[src/rtl/deser_pkg.sv]
// rtl/deser_pkg.sv - shared types and parameter checks for the serial deserializer
package deser_pkg;

    typedef enum logic {
        IDLE    = 1'b0,
        COLLECT = 1'b1
    } collect_state_e;

    function automatic bit counter_width_ok(input int width, input int logwidth);
        return (width >= 2) && ((64'd1 << logwidth) >= 64'(width));
    endfunction

endpackage

[src/rtl/deser_bit_counter.sv]
// rtl/deser_bit_counter.sv - bit position counter with clear, increment and wrap at WIDTH-1
module deser_bit_counter #(
    parameter int WIDTH    = 20,
    parameter int LOGWIDTH = 5
) (
    input  logic                clk,
    input  logic                reset,
    input  logic                inc_i,
    input  logic                clear_i,
    output logic [LOGWIDTH-1:0] count_o,
    output logic                last_o
);

    logic [LOGWIDTH-1:0] count_q;
    logic [LOGWIDTH-1:0] count_d;

    assign last_o  = (count_q == LOGWIDTH'(WIDTH - 1));
    assign count_o = count_q;

    // A clear with a simultaneous increment restarts at position 1: that bit is bit 0.
    always_comb begin
        count_d = count_q;
        if (clear_i) begin
            count_d = inc_i ? LOGWIDTH'(1) : '0;
        end else if (inc_i) begin
            count_d = last_o ? '0 : count_q + LOGWIDTH'(1);
        end
    end

    always_ff @(posedge clk or posedge reset) begin
        if (reset) begin
            count_q <= '0;
        end else begin
            count_q <= count_d;
        end
    end

endmodule

[src/rtl/serial_deserializer.sv]
// rtl/serial_deserializer.sv - serial-to-parallel receiver with one-word output hold; SERIAL_DESERIALIZER_MSB_FIRST_EN selects MSB-first order
module serial_deserializer
    import deser_pkg::*;
#(
    parameter int WIDTH    = 20,
    parameter int LOGWIDTH = 5
) (
    input  logic             clk,
    input  logic             reset,
    input  logic             data_i,
    input  logic             valid_i,
    input  logic             align_i,
    output logic [WIDTH-1:0] data_o,
    output logic             valid_o,
    input  logic             ready_i,
    output logic             overflow_o
);

    if (!counter_width_ok(WIDTH, LOGWIDTH)) begin : g_bad_params
        $error("serial_deserializer: WIDTH must be >= 2 and fit in LOGWIDTH bits");
    end

    collect_state_e      state_q, state_d;
    logic [WIDTH-1:0]    sreg_q, sreg_d;
    logic [WIDTH-1:0]    data_q, data_d;
    logic                valid_q, valid_d;
    logic                overflow_q, overflow_d;
    logic [WIDTH-1:0]    word;
    logic [LOGWIDTH-1:0] count;
    logic                last;
    logic                complete;
    logic                transfer;

    deser_bit_counter #(
        .WIDTH    (WIDTH),
        .LOGWIDTH (LOGWIDTH)
    ) u_bit_counter (
        .clk     (clk),
        .reset   (reset),
        .inc_i   (valid_i),
        .clear_i (align_i),
        .count_o (count),
        .last_o  (last)
    );

    always_comb begin
        state_d = state_q;
        case (state_q)
            IDLE:    if (valid_i) state_d = COLLECT;
            COLLECT: if (valid_i && last) state_d = IDLE;
            default: state_d = IDLE;
        endcase
        if (align_i) begin
            state_d = valid_i ? COLLECT : IDLE;
        end
    end

    // word is the partial word with the current bit merged in.
    always_comb begin
        word = sreg_q;
`ifdef SERIAL_DESERIALIZER_MSB_FIRST_EN
        word = {sreg_q[WIDTH-2:0], data_i};
`else
        for (int i = 0; i < WIDTH; i++) begin
            if (count == LOGWIDTH'(i)) begin
                word[i] = data_i;
            end
        end
`endif
        sreg_d   = sreg_q;
        complete = 1'b0;
        if (align_i) begin
            sreg_d = valid_i ? WIDTH'(data_i) : '0;
        end else if (valid_i) begin
            if (last) begin
                complete = 1'b1;
                sreg_d   = '0;
            end else begin
                sreg_d = word;
            end
        end
    end

    // A completing word is dropped only when the held word is stalled.
    always_comb begin
        transfer   = valid_q && ready_i;
        data_d     = data_q;
        valid_d    = valid_q;
        overflow_d = 1'b0;
        if (complete) begin
            if (valid_q && !ready_i) begin
                overflow_d = 1'b1;
            end else begin
                data_d  = word;
                valid_d = 1'b1;
            end
        end else if (transfer) begin
            valid_d = 1'b0;
        end
    end

    always_ff @(posedge clk or posedge reset) begin
        if (reset) begin
            state_q    <= IDLE;
            sreg_q     <= '0;
            data_q     <= '0;
            valid_q    <= 1'b0;
            overflow_q <= 1'b0;
        end else begin
            state_q    <= state_d;
            sreg_q     <= sreg_d;
            data_q     <= data_d;
            valid_q    <= valid_d;
            overflow_q <= overflow_d;
        end
    end

    assign data_o     = data_q;
    assign valid_o    = valid_q;
    assign overflow_o = overflow_q;

endmodule
[config.mk]
export PLATFORM = sky130hd
export DESIGN_NAME = serial_deserializer
export DESIGN_NICKNAME = d
export VERILOG_FILES = /design/src/rtl/deser_pkg.sv /design/src/rtl/deser_bit_counter.sv /design/src/rtl/serial_deserializer.sv
export SDC_FILE = /design/constraint.sdc
export NUM_CORES = 1
export LEC_CHECK = 0
export CAP_MARGIN = 20
export CORE_UTILIZATION = 40
export CTS_CLUSTER_SIZE = 20
export DETAILED_ROUTE_END_ITERATION = 10
export GPL_TIMING_DRIVEN = 0
export HOLD_SLACK_MARGIN = 0.05
export SYNTH_ARGS = -nofsm -noshare
export SYNTH_HDL_FRONTEND = slang
export SYNTH_HIERARCHICAL = 1
export SYNTH_SLANG_ARGS = --single-unit
export TNS_END_PERCENT = 100
[constraint.sdc]
create_clock -name clk -period 2.1 [get_ports clk]
set_input_delay 0.42 -clock clk [delete_from_list [all_inputs] [get_ports clk]]
set_output_delay 0.42 -clock clk [all_outputs]
set_load 0.05 [all_outputs]
* Word-level counts from Yosys, hierarchy flattened *
Index checks and enable logic that the tools add are counted.

storage, ports and cells
  register bits = 47
  output and inout bits = 22

cells by class
  $add $sub $neg = 1
  equality and inequality tests = 20
  muxes and demuxes = 36
  bitwise gates (word level) = 1
  reduce and logical (&&, ||, !) cells = 8

operators by type and width
  kind                                                  number
  two-way mux 20 bit                                    3
  equality test 5 x 4 -> 1 bit (second input constant)  8
  two-way mux 1 bit                                     30
  equality test 5 x 3 -> 1 bit (second input constant)  4
  equality test 5 bit (second input constant)           4
  two-way mux 5 bit                                     3
  equality test 5 x 2 -> 1 bit (second input constant)  2
  adder 5 x 1 -> 5 bit (second input constant)          1
  equality test 5 x 1 -> 1 bit (second input constant)  1
  zero test 5 bit                                       1
  AND reduction 2 bit                                   2
  nonzero test 2 bit                                    2
  logical AND 1 bit                                     2
  inequality test 2 bit (second input constant)         1
  zero test 1 bit                                       1
  NOT 1 bit                                             1

* Logic depth before layout (Yosys ltp) *
Gate-level depths: netlist of the first run.

  depth in word-level cells = 6
  mapped depth = 7

* Hierarchy *
The synthesis of the first run kept the hierarchy.

by module, submodules not included
  module               times used  cells an instance  area each (um^2)  sequential area each (um^2)
  serial_deserializer  1           264                2356.0            1051.0
  deser_bit_counter    1           26                 275.3             125.1

* Least setup slack after synthesis of the first run *
No wires, ideal clock.

  kind = reg-to-reg
  start = register u_bit_counter.count_q[1] (netlist: u_bit_counter/count_o[1])
  end = register sreg_q[3]
  setup time = 127 ps
  data arrival time = 1593 ps
  required time = 1973 ps
  slack = 380 ps
  stages on the path, launching flop included = 8
  clock period less this slack = 1720 ps
  cell sequence = dfrtp_1 > ha_1 > and4bb_2 > and4bb_2 > buf_4 > buf_4 > nand3_1 > nand3_1

between the ends
  elaborated cells between the ends (all ways) = 6
  those cells by class = eq/ne (2); mux (4)

RTL lines
  element                 RTL line                    RTL
  start, declared         deser_bit_counter.sv:14     logic [LOGWIDTH-1:0] count_q;
  start signal, assigned  deser_bit_counter.sv:34     count_q <= count_d;
  equality test 5 bit     deser_bit_counter.sv:17     assign last_o = (count_q == LOGWIDTH'(WIDTH - 1));
  via last                serial_deserializer.sv:30   logic last;
  two-way mux 20 bit      serial_deserializer.sv:75   if (last) begin
  two-way mux 20 bit      serial_deserializer.sv:74   end else if (valid_i) begin
  two-way mux 20 bit      serial_deserializer.sv:72   if (align_i) begin
  end signal, assigned    serial_deserializer.sv:111  sreg_q <= sreg_d;
  end, declared           serial_deserializer.sv:24   logic [WIDTH-1:0] sreg_q, sreg_d;

The timed path passes the listed nets, and every way through them passes these cells. The select of a mux whose other input is x is not followed.
A chain may end at the register's enable or synchronous reset.

* Worst setup path in the final report of the first run *
  start = register u_bit_counter.count_q[0] (netlist: u_bit_counter/count_o[0])
  end = register sreg_q[9]

Same word-level chain as after synthesis.

==> results of run 1 <==
worst max-delay path, stage by stage, from the launching register on:
cell and delay [ps]:
dfrtp_1 450, ha_1 250, and4bb_2 300, and4bb_2 310
buf_4 170, buf_4 190, nand3_1 90, nand3_1 140
power breakdown:
group | switching [uW] | internal (uW)
Clock | 329 | 355
Combinational | 145 | 68.1
Sequential | 11.6 | 914
cells by family (layout without fill, tap and decap cells):
family / Yosys count / in the layout / share of synthesized area
mux: 2 / 2 / 0.008084
xor+xnor: 1 / 1 / 0.003329
buf+inv: 28 / 64 / 0.06466
simple gates: 124 / 124 / 0.2701
compound gates: 87 / 87 / 0.2021
flops: 47 / 47 / 0.4470
fa+ha+maj: 1 / 1 / 0.004754
flip-flops by register name, summed over array words and instances (netlist names):
register / count
sreg_q: 20
u_bit_counter/count_o: 5
valid_o: 1
data_o: 20
overflow_o: 1
worst min path at each step:
stage / endpoint
floorplan: u_bit_counter/count_o[0]
global placement: sreg_q[12]
detailed placement: sreg_q[12]
CTS: u_bit_counter/count_o[1]
global route: u_bit_counter/count_o[1]
finish: u_bit_counter/count_o[0]
routing by layer:
metal,GRT usage,wire [um],vias to the layer above
met5,0,0,-
met4,0.06270,110,0
met3,0.03678,344,10
met2,0.3040,3046,74
met1,0.3143,3484,1125
li1,-,-,1140
placed cells by master, fill, tap and decap left out, drive strengths merged, types with 6 or more instances in the layout:
cell type / count
a21oi: 22
a31oi: 20
buf: 20
clkbuf: 11
clkdlybuf4s50: 26
dfrtp: 47
nand2: 42
nand3: 38
nor2: 6
o211ai: 19
o21ai: 21
what timing repair did:
item / 4_1_cts / 5_1_grt
buffers inserted: 0 / 1
endpoints found under the setup margin: 0 / 10
gates resized for setup: 0 / 1
through the flow:
stage	std cells	util	area [um^2]
detailed placement	394	0.4737	3008
global route	403	0.4934	3133
CTS	402	0.4914	3120
global placement	393	0.4705	2988
finish	403	0.4934	3133
floorplan	290	-	2631
area by class of cell:
| type | instances | share of cell area |
|---|---|---|
| buffer | 24 | 0.04952 |
| clock buffer | 5 | 0.02196 |
| clock inverter | 3 | 0.01398 |
| inverter | 4 | 0.004792 |
| multi-input combinational | 215 | 0.4117 |
| sequential | 47 | 0.3754 |
| tap | 77 | 0.03075 |
| timing repair buffer | 28 | 0.09185 |
==> summary.txt, run 1 <==
total track usage -> 0.2084
EDFF count, synth -> 0
Root Driver -> clkbuf_8
top cells by area, synth -> dfrtp_1 (45%), nand3_1 (7.2%), nand2_1 (6.0%)
FF/Latch Area -> 0.001176 mm^2
clock skew -> 7.293 ps
Pre-antenna DRT Iters -> 5
number of unique standard cell types used by synthesis -> 43
commonest cells in the netlist -> dfrtp_1 (47), nand2_1 (42), nand3_1 (38)
DR iter-0 viols -> 290
Routed WL -> 6987 um
Final Max Tran Viols -> 0
Setup violations, final -> 0
# fillers -> 642
FFs w/ async S/R, synth -> 1.000
RSZ-0062 raised after global routing -> no
TritonCTS clock tree -> yes
vias -> 2,349
CP Launch Point -> u_bit_counter/count_o[0]
Die ar. -> 0.006906 mm^2
CP required -> 2340 ps
final period utilization -> 0.9359
row count -> 29
gr ovfl total -> 0
clock slew at reported path FFs -> 90 ps
P per Cell Area -> 581.8 mW/mm^2
worst reg2reg setup slack -> 130 ps
Place WS -> -272.0 ps
max_slew headroom -> 0.4773
Hold Buf Count CTS -> 0
CP arrival -> 2200 ps
Max-Cap Viols -> 0
Final Hold Vio Count -> 0
top-count cell post-synth -> dfrtp_1
syn nets -> 297
vias per cell -> 5.829
CP Launch Type -> flip-flop
Critical R2R Capture -> sreg_q[9]
fmax -> 508.8 MHz
Lkg Pwr -> 0.001336 uW
share of cells above drive strength 1 -> 0.1411
syn avg cell area -> 9.073 um^2
CTS buffer count -> 5
Critical Path Fanout Max -> 10
fin worst setup slack -> 134.5 ps
htree depth -> 2
P&R area growth vs syn -> 19.07%
# diodes -> 0
Residual DRC -> 0
Yosys top cell by area -> dfrtp_1
Hold Path Class -> in2async
Max clock buf depth -> 2
HPWL after DPL -> 4779 um
worst r2r src -> u_bit_counter/count_o[0]
I/O Buffers -> 26
top cell type's share of synthesized area -> 0.4470
Slew @ Worst Pin -> 780.6 ps
total power -> 1823 uW
worst vdd rail ir drop -> 342.5 uV
largest net degree at the start of global routing -> 27
Die Y-Extent -> 83.11 um
Top FF cell, synth -> dfrtp_1
Setup TNS -> 0 ps
Synth Instances -> 290
CTS Sinks -> 47
core area -> 0.006350 mm^2
status -> finished clean
number of global-route vias before repair -> 2,175
crit end category -> flip-flop
clk_lat worst skew -> 300 ps
register area share after synthesis -> 0.4470
gpl congestion -> 0.7881
first-pass GRT wire length -> 11,480 um
Die W -> 83.11 um
Final #Nets -> 332
kind of critical path -> reg2reg
min cycle time layout -> 1965 ps
Reg2Reg Depth -> 7
IO Count -> 28
synthesized cell area -> 0.002631 mm^2
#FFs+latches synth -> 47
Initial Utilization -> 0.4144
Routed Antenna Nets -> 0
Avg WL per Cell -> 17.34 um
Critical Path Sink -> sreg_q[9]
WHS -> 364.5 ps
initial antenna violation count -> 0
Yosys Warn Count -> 6
area occupied by multi-input gates -> 0.001290 mm^2
(Power assumes the default switching activity.)
==> inputs of run 2 (changes only) <==
--- a/config.mk
+++ b/config.mk
@@ -9,6 +9,7 @@
 export CORE_UTILIZATION = 40
 export CTS_CLUSTER_SIZE = 20
 export DETAILED_ROUTE_END_ITERATION = 10
+export DONT_BUFFER_PORTS = 1
 export GPL_TIMING_DRIVEN = 0
 export HOLD_SLACK_MARGIN = 0.05
 export SYNTH_ARGS = -nofsm -noshare
==> summary.txt, run 2 (synthesis results as in run 1) <==
status -> finished clean
Avg WL per Cell -> 17.83 um
min cycle time layout -> 1966 ps
Die ar. -> 0.006906 mm^2
Setup TNS -> 0 ps
final period utilization -> 0.9361
CTS Sinks -> 47
TritonCTS clock tree -> yes
IO Count -> 28
P per Cell Area -> 629.8 mW/mm^2
clk_lat worst skew -> 300 ps
P&R area growth vs syn -> 9.082%
clock slew at reported path FFs -> 90 ps
critical-path cell list -> ha_1 -> and4bb_2 -> and4bb_2 -> buf_4 -> buf_4 -> nand3_1 -> nand3_1
worst vdd rail ir drop -> 246.7 uV
final instance area -> 0.002870 mm^2
CP top delay family -> simple AND/OR/NAND/NOR gates
Hold Path Class -> in2reg
CP Launch Type -> flip-flop
# diodes -> 0
Pre-antenna DRT Iters -> 4
crit end category -> flip-flop
max_slew headroom -> 0.5490
gr ovfl total -> 0
Die W -> 83.11 um
Buffers & Inverters on Critical Path -> 2
RSZ-0062 raised after global routing -> no
largest net degree at the start of global routing -> 33
total track usage -> 0.2009
fmax -> 508.7 MHz
I/O Buffers -> 0
CTS buffer count -> 5
vias per cell -> 6.029
Final Util -> 0.4520
Final Max Tran Viols -> 0
Initial Utilization -> 0.4144
core area -> 0.006350 mm^2
slowest CP cell -> dfrtp_1
most common cell after layout, fill and taps aside -> dfrtp_1
# fillers -> 623
Setup violations, final -> 0
clock skew -> 4.571 ps
DR iter-0 viols -> 229
CP required -> 2340 ps
initial antenna violation count -> 0
Final Hold Vio Count -> 0
htree depth -> 2
share of cells above drive strength 1 -> 0.1500
post_cts resized -> 0
Hold Buf Count CTS -> 1
area occupied by multi-input gates -> 0.001285 mm^2
number of global-route vias before repair -> 2,086
Post CTS Setup Buffer Count -> 0
Post-DP Area -> 0.002748 mm^2
Routed Antenna Nets -> 0
vias -> 2,273
HPWL after DPL -> 4668 um
slowest stage delay, CP -> 450 ps
CP arrival -> 2210 ps
Max-Cap Viols -> 0
Final #Nets -> 306
kind of critical path -> reg2reg
Max clock buf depth -> 2
Residual DRC -> 0
row count -> 29
Die Y-Extent -> 83.11 um
Slew @ Worst Pin -> 673.6 ps
gpl congestion -> 0.7782
Routed WL -> 6722 um
Root Driver -> clkbuf_8
FF/Latch Area -> 0.001176 mm^2
first-pass GRT wire length -> 11,070 um
Critical Path Fanout Max -> 10
Lkg Pwr -> 0.001244 uW
most frequent cells in the layout -> dfrtp_1 (47), nand2_1 (42), nand3_1 (38)
[run 2: cell count changes in the layout (fill, tap and decap cells not counted), sizes merged]
cell,before,now
dlygate4sd3,0,1
clkdlybuf4s50,26,0
buf,20,19
[run 2: layout make-up]
class                   instances  area share
flip-flops and latches         47      0.4098
multi-input cells             215      0.4477
inverters                       4    0.005231
clock inverters                 3     0.01526
well taps                      77     0.03357
plain buffers                  24     0.05405
repair buffers                  2     0.01046
clock buffers                   5     0.02398
[run 2: power by group]
part	switching, uW	leakage, uW	internal (uW)
logic	133	0.000533	61.7
registers	11.3	0.000652	914
clock network	332	0.0000581	355
[run 2: metal layers]
metal  track usage  wire [um]  part of all wire
met1        0.2920       3252              0.48
met2        0.2966       3028              0.45
met3       0.04374        357             0.053
met4       0.06583         84             0.012
met5             0          0                 0
[run 2: per-stage QoR]
step,total power [uW],std cells,hold WS (ps),worst slack (ps)
2_1_floorplan,1076,290,198.5,379.8
3_3_place_gp,1131,367,229.9,112.6
3_5_place_dp,1138,368,229.0,162.3
4_1_cts,1827,377,163.1,133.6
5_1_grt,1870,377,154.1,21.18
6_report,1808,377,166.0,134.2
[run 2: worst reg2reg max path: stages (launching register included)]
cell and delay, ps:
dfrtp_1 450, ha_1 260, and4bb_2 310, and4bb_2 310, buf_4 170, buf_4 190, nand3_1 100, nand3_1 120
[run 2: final timing paths]
check | end | cells past startpoint | slack (ps) | start
worst min-delay path | u_bit_counter/count_o[2] | 1 | 170 | align_i
worst max register to register | sreg_q[6] | 7 | 130 | u_bit_counter/count_o[0]
max in group asynchronous | sreg_q[4] | 3 | 1120 | reset
min in group asynchronous | u_bit_counter/count_o[2] | 2 | 490 | reset
worst max-delay path | sreg_q[6] | 7 | 130 | u_bit_counter/count_o[0]
worst min register to register | sreg_q[3] | 2 | 510 | sreg_q[3]
